$ cat src/rtl/passcode_controller.sv
// rtl/passcode_controller.sv - three-pair BCD passcode entry FSM with timed open and lockout states
module passcode_controller #(
    parameter logic [23:0] PASSCODE    = 24'h123456,
    parameter int          MAX_FAIL    = 3,
    parameter logic [15:0] OPEN_CYCLES = 16'd50000,
    parameter logic [15:0] LOCK_CYCLES = 16'd65535
) (
    input  logic        clk,
    input  logic        rst,
    input  logic        push,
    input  logic        clr,
    input  logic [7:0]  sw,
    output logic [1:0]  stage,
    output logic [23:0] entry,
    output logic        unlocked,
    output logic        locked_out,
    output logic [1:0]  fail_cnt,
    output logic        err,
    output logic        busy
);

    typedef enum logic [2:0] {
        S_E0,
        S_E1,
        S_E2,
        S_CHECK,
        S_OPEN,
        S_FAIL,
        S_LOCKOUT
    } state_t;

    localparam logic [23:0] ENTRY_EMPTY = 24'hFFFFFF;

    state_t      state;
    state_t      state_next;
    logic [23:0] entry_next;
    logic [1:0]  fail_next;
    logic [15:0] timer;
    logic [15:0] timer_next;
    logic        err_next;
    logic        push_q;
    logic        push_edge;
    logic        sw_valid;
    logic [1:0]  fail_inc;

    assign push_edge = push & ~push_q;
    assign sw_valid  = (sw[7:4] <= 4'd9) && (sw[3:0] <= 4'd9);
    assign fail_inc  = (fail_cnt == 2'd3) ? 2'd3 : fail_cnt + 2'd1;

    always_ff @(posedge clk) begin
        if (rst) begin
            state    <= S_E0;
            entry    <= ENTRY_EMPTY;
            fail_cnt <= 2'd0;
            timer    <= 16'd0;
            err      <= 1'b0;
            // Treat a push held through reset as already seen.
            push_q   <= 1'b1;
        end else begin
            state    <= state_next;
            entry    <= entry_next;
            fail_cnt <= fail_next;
            timer    <= timer_next;
            err      <= err_next;
            push_q   <= push;
        end
    end

    always_comb begin
        state_next = state;
        entry_next = entry;
        fail_next  = fail_cnt;
        timer_next = timer;
        err_next   = 1'b0;
        case (state)
            S_E0: begin
                if (push_edge) begin
                    if (sw_valid) begin
                        entry_next[23:16] = sw;
                        state_next        = S_E1;
                    end else begin
                        err_next = 1'b1;
                    end
                end
            end
            S_E1: begin
                if (clr) begin
                    entry_next = ENTRY_EMPTY;
                    state_next = S_E0;
                end else if (push_edge) begin
                    if (sw_valid) begin
                        entry_next[15:8] = sw;
                        state_next       = S_E2;
                    end else begin
                        err_next = 1'b1;
                    end
                end
            end
            S_E2: begin
                if (clr) begin
                    entry_next = ENTRY_EMPTY;
                    state_next = S_E0;
                end else if (push_edge) begin
                    if (sw_valid) begin
                        entry_next[7:0] = sw;
                        state_next      = S_CHECK;
                    end else begin
                        err_next = 1'b1;
                    end
                end
            end
            S_CHECK: begin
                if (entry == PASSCODE) begin
                    fail_next  = 2'd0;
                    timer_next = OPEN_CYCLES - 16'd1;
                    state_next = S_OPEN;
                end else begin
                    state_next = S_FAIL;
                end
            end
            S_OPEN: begin
                if (timer == 16'd0) begin
                    entry_next = ENTRY_EMPTY;
                    state_next = S_E0;
                end else begin
                    timer_next = timer - 16'd1;
                end
            end
            S_FAIL: begin
                fail_next = fail_inc;
                if (32'(fail_inc) >= MAX_FAIL) begin
                    timer_next = LOCK_CYCLES - 16'd1;
                    state_next = S_LOCKOUT;
                end else begin
                    entry_next = ENTRY_EMPTY;
                    state_next = S_E0;
                end
            end
            S_LOCKOUT: begin
                if (timer == 16'd0) begin
                    fail_next  = 2'd0;
                    entry_next = ENTRY_EMPTY;
                    state_next = S_E0;
                end else begin
                    timer_next = timer - 16'd1;
                end
            end
            default: begin
                entry_next = ENTRY_EMPTY;
                state_next = S_E0;
            end
        endcase
    end

    // Remaining outputs decode directly from the registered state.
    always_comb begin
        stage = 2'd0;
        case (state)
            S_E1:                    stage = 2'd1;
            S_E2:                    stage = 2'd2;
            S_CHECK, S_OPEN, S_FAIL: stage = 2'd3;
            default:                 stage = 2'd0;
        endcase
    end

    assign unlocked   = (state == S_OPEN);
    assign locked_out = (state == S_LOCKOUT);
    assign busy       = (state == S_CHECK) || (state == S_OPEN) ||
                        (state == S_FAIL)  || (state == S_LOCKOUT);

endmodule

$ cat config.mk
export PLATFORM = sky130hd
export DESIGN_NAME = passcode_controller
export DESIGN_NICKNAME = d
export VERILOG_FILES = /design/src/rtl/passcode_controller.sv
export SDC_FILE = /design/constraint.sdc
export NUM_CORES = 1
export LEC_CHECK = 0
export CAP_MARGIN = 0
export CORE_UTILIZATION = 45
export CTS_CLUSTER_SIZE = 10
export DETAILED_ROUTE_END_ITERATION = 8
export GPL_TIMING_DRIVEN = 0
export MAX_ROUTING_LAYER = met4
export PLACE_DENSITY = 0.78
export SYNTH_ARGS = -nofsm -noshare
export SYNTH_HDL_FRONTEND = slang
export SYNTH_SLANG_ARGS = --single-unit
$ cat constraint.sdc
create_clock -name clk -period 2 [get_ports clk]
set_input_delay 0.4 -clock clk [delete_from_list [all_inputs] [get_ports clk]]
set_output_delay 0.4 -clock clk [all_outputs]
set_load 0.01 [all_outputs]
Word level (Yosys, flattened, before mapping). Cells that the tools add are included.

Register bits after elaboration: 47. Latch bits: 0. RAM bits: 0. Memory bits (read-only): 0. Output and inout bits: 32. Logic and storage cells: 91. Memories kept: 0.

$add $sub $neg: 2. $mul: 0. Div/mod/pow operators: 0. $lt $le $gt $ge: 3. Equal/unequal tests: 22. Shift operators: 0. Muxes and demuxes: 34. Bitwise gates (word level): 4. Reduce and logical (&&, ||, !) cells: 18.

Operator list (number): 16-bit case mux with 5 select lines (1); 16-bit two-way mux (4); 24-bit two-way mux (2); 16-bit case mux with 3 select lines (1); 8-bit case mux with 6 select lines (1); 8-bit two-way mux (4); 3-bit two-way mux (10); 24-bit by 21-bit equality test with 1-bit output (second input constant) (1); 3-bit case mux with 6 select lines (1); 16-bit logical NOT (1); 2-bit inequality test (second input constant) (8); 16-bit by 1-bit subtractor with 16-bit output (second input constant) (1); 7-bit AND reduction (2); 3-bit inequality test (second input constant) (4); 2-bit case mux with 3 select lines (2); 6-bit AND reduction (2); 3-bit equality test (second input constant) (3); 4-bit <= comparator (second input constant) (2); 3-bit by 2-bit equality test with 1-bit output (second input constant) (2); 2-bit two-way mux (3); 3-bit nonzero test (2); 2-bit OR reduction (3); 1-bit two-way mux (4); 2-bit by 1-bit inequality test with 1-bit output (second input constant) (2); other kinds (13) (17).

Logic depth before layout (Yosys ltp).
Depth in word-level cells: 6. Gate-level depth with buffers: 7.

Worst setup path after synthesis. Ideal clock, no wire load.

Path kind: register to register. Start point: register timer[0]. End point: register entry[0]. Library setup time: 0.133 ns. Arrival time: 1.849 ns. Required time: 1.867 ns. Path slack: 0.018 ns. Stages on the path, launching flop included: 8. Cell sequence: dfxtp_1 inv_1 ha_1 nor4b_1 nand4_2 a22oi_4 o2111ai_4 mux2i_1.

Longest elaborated chain between the ends: 3.

RTL lines: from (decl) (line 38) `logic [15:0] timer;`; from (signal assigned) (line 63) `timer <= timer_next;`; 16-bit logical NOT (line 122, 140); 2-bit by 1-bit inequality test with 1-bit output (no line); 6-bit AND reduction (no line); to (signal assigned) (line 61) `entry <= entry_next;`; to (decl) (line 14) `output logic [23:0] entry,`.

Every way passes these cells. A chain may end at the register's enable or synchronous reset.

Worst setup path in the final report.
Start point: register entry[21]. End point: register timer[13].

Longest elaborated chain between the ends: 3.

RTL lines: 24-bit by 21-bit equality test with 1-bit output (line 113) `if (entry == PASSCODE) begin`; 2-bit inequality test (no line); 4-bit AND reduction (no line).

Every way passes these cells.

==> PnR_summary.wiki <==
{| class="wikitable"
! Metric !! Value
|-
| Seq/Total Area, Yosys || 35.3%
|-
| Root Driver || sky130_fd_sc_hd__clkbuf_8
|-
| Largest fanout on the critical path || 5
|-
| Number of synthesized register bits || 47
|-
| Relative area change from synthesis to final layout || 34.1%
|-
| Routability congestion estimate || around 0.88
|-
| Global-route wire length before repair || 12,700 um
|-
| Final setup violating endpoints || 2
|-
| Net count after synthesis || 329
|-
| Floorplan die area || 0.00624 mm^2
|-
| WL final || about 8500 um
|-
| Min-delay worst type || reg2reg
|-
| Final critical-path required period || about 2.0 ns
|-
| Remaining number of nets flagged by the antenna check after routing || 0
|-
| Setup ws final || -0.0290 ns
|-
| Antenna violations before repair || 0
|-
| Sw frac || 26.6%
|-
| Via count || ~3,000
|-
| Max frequency || 493 MHz
|-
| Biggest area consumer among synthesized cells || sky130_fd_sc_hd__dfxtp_1
|-
| Synth Area per Inst || 8.45 um^2
|-
| Die X-Extent || just under 80 um
|-
| Share of synthesized flip-flops with an asynchronous set or reset || 0%
|-
| Initial cell density of the core || between 40% and 50%
|-
| Power share of the clock group || between 30% and 40%
|-
| Largest cells by area after synthesis || sky130_fd_sc_hd__dfxtp_1, sky130_fd_sc_hd__mux2i_1, sky130_fd_sc_hd__nor2_1
|-
| Final Cycle Share || 101%
|-
| Number of enable-type register cells in the synthesized netlist || 0
|-
| Final worst clock skew || around 0.0077 ns
|-
| Total I/O pin count || 44
|-
| Seq pwr share || 55.5%
|-
| Clock tree from TritonCTS || done
|-
| Number of buffers created by CTS || 5
|-
| CORE AREA || about 0.0056 mm^2
|-
| Count of cells along the worst register-to-register path || 6
|-
| Vias per inst || 6.47
|-
| DP Wirelength || 5450 um
|-
| Overflow after GRT || 0
|-
| Clock-pin transition on the worst setup and hold timing paths || roughly 0.10 ns
|-
| Clock Sinks || 47
|-
| Post-synth top area share || 35.3%
|-
| Relative slew slack || 56.8%
|-
| TritonRoute pass-1 iters || 7
|-
| Final routed wire length divided by cell count || around 19 um
|-
| Port Buf Inserts || 42
|-
| Total DRC errors in the routed layout || 0
|-
| Post-Syn Area || 0.00267 mm^2
|-
| Max Cap Viol || 0
|-
| Crit Path Class || reg2reg
|-
| Tot Pwr || between 1500 and 2000 uW
|-
| Sw Pwr || ~460 uW
|-
| Violations in the final reports || setup timing
|-
| Core Rows || 27
|-
| Number of cells on the worst hold path || 2
|-
| Slew of the pin with the lowest slew margin || roughly 0.65 ns
|-
| Number of synthesis warnings || 0
|-
| Die height || between 70 and 80 um
|-
| Most used DFF post-synth || sky130_fd_sc_hd__dfxtp_1
|-
| Via count of the first global-routing pass || around 2,600
|-
| Cell variety after synth || 55
|-
| Iteration-0 DRC count of the detailed router || roughly 480
|-
| Req. time, crit path || 2.19 ns
|-
| Number of H-tree branching levels || 2
|-
| Internal power of the cells || around 1300 uW
|-
| CP arrival || between 2 and 2.5 ns
|-
| Worst Setup Slack post-DPL || -0.357 ns
|-
| Pin count of the biggest net entering global routing || 16
|-
| RSZ-0062 raised after global routing || true
|-
| Cells after synthesis || 316
|-
| Final Hold Vio Count || 0
|-
| Hold buffers post-CTS || 0
|-
| Result of the run || finished, violations left
|-
| Maximum vdd drop || ~310 uV
|-
| Worst setup SP type || register
|-
| Proportion of layout cells with a drive suffix above 1 || between 20% and 30%
|-
| Number of nets at the end of the flow || around 400
|-
| Clock latency on the worst-skew pair || a little over 0.3 ns
|-
| Post-layout utilization of the core || 63.8%
|-
| Power per unit of standard cell area || 480 mW/mm^2
|-
| LEAKAGE || 0.00153 uW
|-
| Proportion of power drawn by combinational gates || 8.8%
|-
| Number of slew-limit violations in the final report || 0
|-
| Element type at the critical path end || register
|-
| # diodes || 0
|-
| Overall global routing resource usage || approximately 27%
|-
| Worst-case clock buffer depth || 2
|-
| Total negative slack for setup checks || -0.0499 ns
|}
worst max-delay path, stage by stage, from the launching register on:
cell	delay, ns
sky130_fd_sc_hd__dfxtp_2	0.33
sky130_fd_sc_hd__or4b_4	0.55
sky130_fd_sc_hd__nor4_4	0.29
sky130_fd_sc_hd__a31oi_4	0.19
sky130_fd_sc_hd__buf_6	0.18
sky130_fd_sc_hd__o311ai_4	0.25
sky130_fd_sc_hd__o31ai_1	0.11
placed cells by master, fill, tap and decap left out, types with 4 or more instances in the layout:
master,synthesis,routed
sky130_fd_sc_hd__dfxtp_1,47,41
sky130_fd_sc_hd__nor2_1,41,40
sky130_fd_sc_hd__clkdlybuf4s50_1,0,37
sky130_fd_sc_hd__nor3_1,30,30
sky130_fd_sc_hd__mux2i_1,24,24
sky130_fd_sc_hd__buf_4,1,20
sky130_fd_sc_hd__a21oi_1,21,18
sky130_fd_sc_hd__nand2_1,14,14
sky130_fd_sc_hd__clkbuf_1,14,12
sky130_fd_sc_hd__o21ai_0,13,10
sky130_fd_sc_hd__nand3_1,8,8
sky130_fd_sc_hd__nor4_1,8,7
sky130_fd_sc_hd__inv_1,9,6
sky130_fd_sc_hd__a31oi_1,8,6
sky130_fd_sc_hd__buf_2,7,5
sky130_fd_sc_hd__clkbuf_8,0,5
sky130_fd_sc_hd__buf_6,0,4
sky130_fd_sc_hd__nand4_1,4,4
sky130_fd_sc_hd__o31ai_1,5,4
power by group through the flow:
| stage | registers [uW] | logic [uW] | clock network, uW |
|---|---|---|---|
| detailed placement | 980 | 144 | 0 |
| finish | 955 | 151 | 614 |
| global route | 957 | 159 | 659 |
| global placement | 979 | 143 | 0 |
| floorplan | 982 | 70.7 | 0 |
| CTS | 958 | 147 | 618 |
registers in the layout (all words and copies together) (netlist names):
signal	flops
entry	24
state	3
fail_cnt	2
timer	16
err	1
push_q	1
path summary, 6_finish.rpt:
path,from,endpoint,slack (ns)
setup / recovery,entry[21],timer[13],-0.03
hold / removal,push_q,err,0.51
setup reg to reg,entry[21],timer[13],-0.03
hold reg to reg,push_q,err,0.51
kinds of logic (layout without fill, tap and decap cells):
| family | count (synthesis) | count (layout) | share of synthesized area, % |
|---|---|---|---|
| and+or+nand+nor | 135 | 135 | 28.5 |
| buffers and inverters | 33 | 101 | 5.11 |
| adders and majority gates | 1 | 1 | 0.469 |
| xor gates and xnor gates | 1 | 1 | 0.328 |
| DFF | 47 | 47 | 35.3 |
| muxes | 24 | 24 | 9.00 |
| AOI/OAI and AO/OA | 75 | 75 | 21.3 |
area by class of cell:
class / count / area, um^2
clock inverters: 2 / 16.3
plain buffers: 22 / 123
clock buffers: 6 / 72.6
inverters: 10 / 41.3
flip-flops and latches: 47 / 956
repair buffers: 61 / 558
well taps: 72 / 90.1
fillers: 460 / 2030
multi-input cells: 236 / 1720
cells in the mapped netlist, types with 4 or more instances:
cell type and count:
sky130_fd_sc_hd__nand2_1 14, sky130_fd_sc_hd__mux2i_1 24, sky130_fd_sc_hd__nand4_1 4, sky130_fd_sc_hd__nor3_1 30, sky130_fd_sc_hd__or3_1 4, sky130_fd_sc_hd__inv_1 9, sky130_fd_sc_hd__o21ai_0 13, sky130_fd_sc_hd__o31ai_1 5
sky130_fd_sc_hd__nor4_1 8, sky130_fd_sc_hd__buf_2 7, sky130_fd_sc_hd__dfxtp_1 47, sky130_fd_sc_hd__nand3_1 8, sky130_fd_sc_hd__clkbuf_1 14, sky130_fd_sc_hd__nor2_1 41, sky130_fd_sc_hd__a31oi_1 8, sky130_fd_sc_hd__a21oi_1 21
layer usage:
layer	GRT usage, %	vias up	routed length (um)	share of wire [%]
met5	-	-	0	0
met2	41.9	189	3930	46
met1	34.3	1375	3500	41
met4	10.2	0	329	3.9
met3	5.63	55	751	8.8
li1	-	1331	-	-
through the flow:
| stage | hold slack [ns] | cells | area [um^2] |
|---|---|---|---|
| after global routing | 0.535 | 456 | 3580 |
| after global placement | 0.495 | 430 | 3180 |
| after floorplan | 0.464 | 316 | 2670 |
| final | 0.513 | 456 | 3580 |
| after CTS | 0.509 | 448 | 3440 |
| after detailed placement | 0.492 | 430 | 3180 |
timing repair:
action,CTS,global route
setup endpoints to repair,40,44
gates cloned,2,0
pin swaps,13,17
setup buffers,8,9
resized for setup,34,30
(Power assumes the default switching activity.)
==> RTL edit 1 (same flow settings) <==
Set the parameter `OPEN_CYCLES` to 16'd25000 (it was 16'd50000).
--- a/src/rtl/passcode_controller.sv
+++ b/src/rtl/passcode_controller.sv
@@ -4,3 +4,3 @@
     parameter int          MAX_FAIL    = 3,
-    parameter logic [15:0] OPEN_CYCLES = 16'd50000,
+    parameter logic [15:0] OPEN_CYCLES = 16'd25000,
     parameter logic [15:0] LOCK_CYCLES = 16'd65535
Behaviour: no difference found for any inputs over 10 cycles, from zero or initial values and one cycle with rst high; that may be too few to reach the edited logic, so the function may still have changed.
==> RTL edit 1 against the original RTL <==
  * The run still ends with setup timing left
  * Non-clock buffer count down 3
  * Power up 2.1%
  * Sequential cell count unchanged
  * First-iteration DRC count down 54%
  * Setup slack worse by 0.056 ns
  * Final area up 2.8%
  * Synthesized area down 3.9%
  * Sequential power down 2%
  * Routed wire length down 1.9%
==> RTL edit 1: results (changes against the original RTL) <==
* Status: finished, violations left
* Failing checks: setup timing
* IO Port Bufs at 42 (unchanged)
* Worst slew pin tran at 0.611 ns (-0.0366 ns)
* Clock latency on the worst-skew pair at 0.31 ns (about the same)
* Synth top area cells: dfxtp_1 37%, mux2i_1 9.4%, nor2_1 9.4%, a21oi_1 4.3%, o31ai_1 2.6%
* Hold WS at 0.499 ns (-0.0135 ns)
* Switching power total at 0.411 mW (-10%)
* Antenna cells at 0 (unchanged)
* Final layout net count at 393 (-0.76%)
* Net Count, Synth at 323 (-1.8%)
* Yosys cell types at 56 (+1.8%)
* Clock-pin slew on the worst setup and hold paths at 0.09 ns
* Largest net degree at the start of global routing at 15 (-1)
* Post-synthesis adder-cell area fraction at 0.00488 (+0.000190)
* Global-route met3 utilization at 0.0553 (-0.00103)
* TritonRoute pass-1 iters at 5 (-2)
* Vias in the first global route at 2,716 (+3.5%)
* First-pass GRT wire length at 12.8 mm (+0.49%)
* Arrival @ worst endpoint at 2.29 ns (+0.07 ns)
* Hold Path Depth at 2 (unchanged)
* Met2 usage at 0.475 (+0.0563)
* Post-synthesis xor/xnor area fraction at 0.00683 (+0.00355)
* Launching point of the worst reg2reg path: timer[2]$_SDFFE_PP0P_
* Worst hold endpoint: timer[14]$_SDFFE_PP0P_
* VDD IR max at 0.345 mV (+9.5%)
* Final setup viols at 11 (+9)
* Wire per inst at 18.5 um (-1.1%)
* Final setup margin at -0.0846 ns (-0.0557 ns)
* HPWL Detailed at 5.23 mm (-4.2%)
* Clock tree buffer depth at 2 (unchanged)
* Setup Skew at 0.00497 ns (-0.00273 ns)
* Pre-CTS setup slack at -0.484 ns (-0.127 ns)
* R2r worst-path depth at 5 (-1)
* Initial antenna violation count at 0 (unchanged)
* Dominant synthesized flop cell: dfxtp_1
* Min-delay src: timer[14]$_SDFFE_PP0P_
* Share of cells above drive strength 1 at 0.255 (+0.0469)
* Ys async rst share at 0 (unchanged)
* GP Congestion at 0.901 (+2.8%)
* FILL cells at 457 (-0.65%)
* Mux contribution to synthesized area at 0.0937 (+0.00364)
* Reg-to-Reg End: timer[12]$_SDFFE_PP0P_
* Synth cell count leaders: 64 x nor2_1, 47 x dfxtp_1, 24 x mux2i_1
* Clock Root Buffer: clkbuf_8
* CTS H-Tree Depth at 2 (unchanged)
* Post-Syn Area at 0.00256 sq mm (-3.9%)
* Total track usage at 0.276 (+0.00709)
* Detailed router's first-iteration violation count at 218 (-54%)
* Sequential fraction of the synthesis area at 0.367 (+0.0143)
* Vias at 2,753 (-6.7%)
* Static leakage at 1.70 nW (+11%)
* Met1 usage at 0.314 (-0.0288)
* Post-synthesis compound-gate area fraction at 0.226 (+0.0125)
* CP max FO at 5 (unchanged)
[RTL edit 1: cell types whose count changed after synthesis, sizes merged, moves of 5 or more]
| cell | delta |
|---|---|
| buf | -6 |
| nor2 | +23 |
| nor3 | -22 |
| nor4 | -6 |
| o31ai | +5 |
[RTL edit 1: power groups by stage]
stage                     combinational (mW)  sequential [mW]  clock (mW)
final                                  0.114            0.938       0.704
after floorplan                       0.0483            0.969           0
after CTS                              0.109            0.939       0.704
after global placement                 0.106            0.968           0
after global routing                   0.122            0.939       0.747
after detailed placement               0.106            0.968           0
[RTL edit 1: worst max-delay path by stage]
| stage | endpoint | cells past startpoint | from | slack [ns] |
|---|---|---|---|---|
| floorplan | timer[5]$_SDFFE_PP0P_ | 9 | timer[0]$_SDFFE_PP0P_ | 0.05 |
| global placement | unlocked | 6 | state[0]$_SDFFE_PP0P_ | -0.44 |
| detailed placement | entry[6]$_SDFFE_PP1P_ | 6 | sw[6] | -0.48 |
| CTS | timer[12]$_SDFFE_PP0P_ | 5 | timer[5]$_SDFFE_PP0P_ | 0.005 |
| global route | timer[0]$_SDFFE_PP0P_ | 7 | timer[2]$_SDFFE_PP0P_ | -0.12 |
| finish | timer[12]$_SDFFE_PP0P_ | 5 | timer[2]$_SDFFE_PP0P_ | -0.08 |
[RTL edit 1: metal layers]
metal | wire [um] | part of all wire | vias up
met5 | 0 | 0 | -
met4 | 163 | 0.020 | 0
met3 | 528 | 0.063 | 23
met2 | 4270 | 0.51 | 144
met1 | 3390 | 0.41 | 1308
li1 | - | - | 1278
[RTL edit 1: critical path, stage by stage (launching register included)]
cell and delay [ns]:
dfxtp_4 0.37, or4_4 0.58, or4_4 0.52, o21ai_2 0.18, a31oi_1 0.10, a311oi_1 0.23
[RTL edit 1: repair_timing]
item,CTS,global route
gates resized for setup,56,41
pin swaps,10,20
setup buffers,10,14
endpoints found under the setup margin,49,41
[RTL edit 1: cell families (layout without fill, tap and decap cells)]
logic type / after synthesis / after routing
simple gates: 131 / 131
compound gates: 79 / 79
flops: 47 / 47
buf+inv: 26 / 96
mux: 24 / 24
xor+xnor: 2 / 2
fa+ha+maj: 1 / 1
[RTL edit 1: final cells by class]
| class | instances | share of cell area |
|---|---|---|
| tap | 72 | 0.0245 |
| inverter | 9 | 0.00918 |
| clock inverter | 2 | 0.0102 |
| multi-input combinational | 237 | 0.476 |
| timing repair buffer | 66 | 0.165 |
| buffer | 14 | 0.0292 |
| clock buffer | 5 | 0.0187 |
| sequential | 47 | 0.267 |
[RTL edit 1: per-stage QoR]
step                      setup TNS (ns)  cells  utilization  instance area, sq um
after floorplan                        0    310            -                  2560
after global placement            -15.07    424        0.559                  3080
after detailed placement          -16.08    424        0.559                  3080
after CTS                              0    438        0.622                  3430
after global routing               -2.19    452        0.668                  3680
final                             -0.328    452        0.668                  3680
==> RTL edit 2 (same settings) <==
Without the edit above. Add an input register stage for `push`, `clr` and `sw`, cleared by the reset; this delays them by one clock.
--- a/src/rtl/passcode_controller.sv
+++ b/src/rtl/passcode_controller.sv
@@ -33,2 +33,18 @@
 
+    logic push_r;
+    logic clr_q;
+    logic [7:0] sw_q;
+
+    always_ff @(posedge clk) begin
+        if (rst) begin
+            push_r <= '0;
+            clr_q  <= '0;
+            sw_q   <= '0;
+        end else begin
+            push_r <= push;
+            clr_q  <= clr;
+            sw_q   <= sw;
+        end
+    end
+
     state_t      state;
@@ -45,4 +61,4 @@
 
-    assign push_edge = push & ~push_q;
-    assign sw_valid  = (sw[7:4] <= 4'd9) && (sw[3:0] <= 4'd9);
+    assign push_edge = push_r & ~push_q;
+    assign sw_valid  = (sw_q[7:4] <= 4'd9) && (sw_q[3:0] <= 4'd9);
     assign fail_inc  = (fail_cnt == 2'd3) ? 2'd3 : fail_cnt + 2'd1;
@@ -64,3 +80,3 @@
             err      <= err_next;
-            push_q   <= push;
+            push_q   <= push_r;
         end
@@ -78,3 +94,3 @@
                     if (sw_valid) begin
-                        entry_next[23:16] = sw;
+                        entry_next[23:16] = sw_q;
                         state_next        = S_E1;
@@ -86,3 +102,3 @@
             S_E1: begin
-                if (clr) begin
+                if (clr_q) begin
                     entry_next = ENTRY_EMPTY;
@@ -91,3 +107,3 @@
                     if (sw_valid) begin
-                        entry_next[15:8] = sw;
+                        entry_next[15:8] = sw_q;
                         state_next       = S_E2;
@@ -99,3 +115,3 @@
             S_E2: begin
-                if (clr) begin
+                if (clr_q) begin
                     entry_next = ENTRY_EMPTY;
@@ -104,3 +120,3 @@
                     if (sw_valid) begin
-                        entry_next[7:0] = sw;
+                        entry_next[7:0] = sw_q;
                         state_next      = S_CHECK;
Formal check against the unedited RTL: not equivalent (Yosys sat finds a counterexample within 4 cycles, from zero or initial values and one cycle with rst high).
==> RTL edit 2 against the original RTL <==
  * Synthesized area grew 7.0%
  * Setup slack improved by 0.059 ns
  * Final area is 6.2% higher
  * Non-clock buffer count down 5
  * Global-route usage is 0.57 points lower
  * Critical path depth is 2 higher
  * Sequential power increased by 24%
  * Count of clock-buffer cells in the layout up 4
  * Power is 41% higher
  * Sequential share of layout area increased by 3.4 points
  * Sequential cell count increased by 10
  * Routed wire length down 6.7%
  * Combinational power is 9% lower
  * Hold slack worse by 0.023 ns
  * Critical endpoint is now timer[14]$_SDFFE_PP0P_
==> RTL edit 2: results (changes against the original RTL) <==
* Clock latency on the worst-skew pair at 0.34 ns (+0.03 ns)
* First-pass GRT wire length at 12.7 mm (-0.38%)
* Total track usage at 0.264 (-0.00567)
* Launching point of the worst reg2reg path: timer[0]$_SDFFE_PP0P_
* Setup Skew at 0.00526 ns (-0.00244 ns)
* VDD IR max at 0.562 mV (+78%)
* Vias per cell at 5.99 (-7.4%)
* CTS Buf Count at 9 (+4)
* Regs by FF count: entry: 24 flops, timer: 16 flops, sw_q: 8 flops
* Initial antenna violation count at 0 (unchanged)
* Hold Path Depth at 2 (unchanged)
* Status: complete, no violations
* Net Count, Synth at 349 (+6.1%)
* Detailed router's first-iteration violation count at 185 (-61%)
* Synth top area cells: dfxtp_1 40%, mux2i_1 8.8%, nor2_1 8.5%, nor4_1 3.1%, a31oi_1 2.8%
* CTS H-Tree Depth at 3 (+1)
* Reg2reg setup slack at 0.03 ns (+0.06 ns)
* Static leakage at 1.51 nW (-1.2%)
* Sequential fraction of the synthesis area at 0.399 (+0.0469)
* R2r worst-path depth at 8 (+2)
* Warnings, synthesis at 0 (unchanged)
* CP max FO at 9 (+4)
* GP Congestion at 0.945 (+7.9%)
* Min-delay src: push_q$_SDFF_PP1_
* Largest net degree at the start of global routing at 12 (-4)
* HPWL Detailed at 5.28 mm (-3.1%)
* FILL cells at 494 (+7.4%)
* Final layout net count at 414 (+4.5%)
* IO Port Bufs at 43 (+2.4%)
* Clock-pin slew on the worst setup and hold paths at 0.07 ns (-0.03 ns)
* Vias in the first global route at 2,640 (+0.57%)
* Ys async rst share at 0 (unchanged)
* Arrival @ worst endpoint at 2.17 ns (-0.05 ns)
* TritonRoute pass-1 iters at 6 (-1)
* Share of cells above drive strength 1 at 0.180 (-0.0285)
* Wire per inst at 16.5 um (-12%)
* Synth cell count leaders: 65 x nor2_1, 57 x dfxtp_1, 25 x mux2i_1
* Worst slew pin tran at 0.557 ns (-0.0904 ns)
* Clock Root Buffer: clkbuf_8
## RTL edit 2: cell count changes in the layout (fill, tap and decap cells not counted), sizes merged, moves of 6 or more
cell   before  now
nor2       41   65
nor3       31   11
o21ai      13    6
nor2b       3   11
a21oi      21   15
buf        29   21
o32ai       0    7
dfxtp      47   57
## RTL edit 2: layer usage
metal	wire length [um]	up-vias	global-route usage
met5	0	-	-
met2	3650	148	0.383
li1	-	1364	-
met4	250	0	0.158
met1	3380	1346	0.334
met3	658	25	0.0578
## RTL edit 2: cell type report
class | instances | share of cell area
clock buffers | 10 | 0.0362
repair buffers | 54 | 0.133
flip-flops and latches | 57 | 0.301
clock inverters | 6 | 0.0178
multi-input cells | 248 | 0.439
well taps | 75 | 0.0247
plain buffers | 24 | 0.0421
inverters | 7 | 0.00691
## RTL edit 2: critical path, cell delays in order (launching register included)
cell     delay [ns]
dfxtp_1        0.35
inv_2          0.08
ha_4           0.16
nor4b_2        0.22
nand4_1        0.23
and2_1         0.22
buf_6          0.14
nor4_1         0.32
nor4_1         0.10
## RTL edit 2: worst paths after layout
path,to
setup / recovery,timer[14]$_SDFFE_PP0P_
hold / removal,err$_SDFF_PP0_
setup reg to reg,timer[14]$_SDFFE_PP0P_
hold reg to reg,err$_SDFF_PP0_
## RTL edit 2: kinds of logic after synthesis
logic type,after synthesis,share of synthesized area
XOR/XNOR,2,0.00613
multiplexers,25,0.0876
AO/OA/AOI/OAI,63,0.154
adder cells (fa/ha/maj),1,0.00438
flip-flops,57,0.399
buffers and inverters,31,0.0499
AND/OR/NAND/NOR,157,0.299
## RTL edit 2: repair_timing
item,4_1_cts,5_1_grt
setup endpoints to repair,46,44
resized for setup,32,16
cloned,1,0
setup buffers,6,4
hold buffers,0,0
pin swaps,17,10
## RTL edit 2: report_power, final
part | switching [mW] | internal [mW]
clock | 0.500 | 0.610
sequential | 0.0211 | 1.16
combinational | 0.0704 | 0.0667
total | 0.592 | 1.83
## RTL edit 2: stage by stage
stage	power [mW]	hold slack [ns]	setup slack [ns]	area (sq um)	std cells
after global routing	2.50	0.516	-0.0702	3800	481
after floorplan	1.27	0.442	0.131	2860	336
after detailed placement	1.33	0.478	-0.201	3380	454
after CTS	2.44	0.491	-0.00884	3720	477
final	2.43	0.489	0.0299	3800	481
after global placement	1.33	0.462	-0.154	3380	454
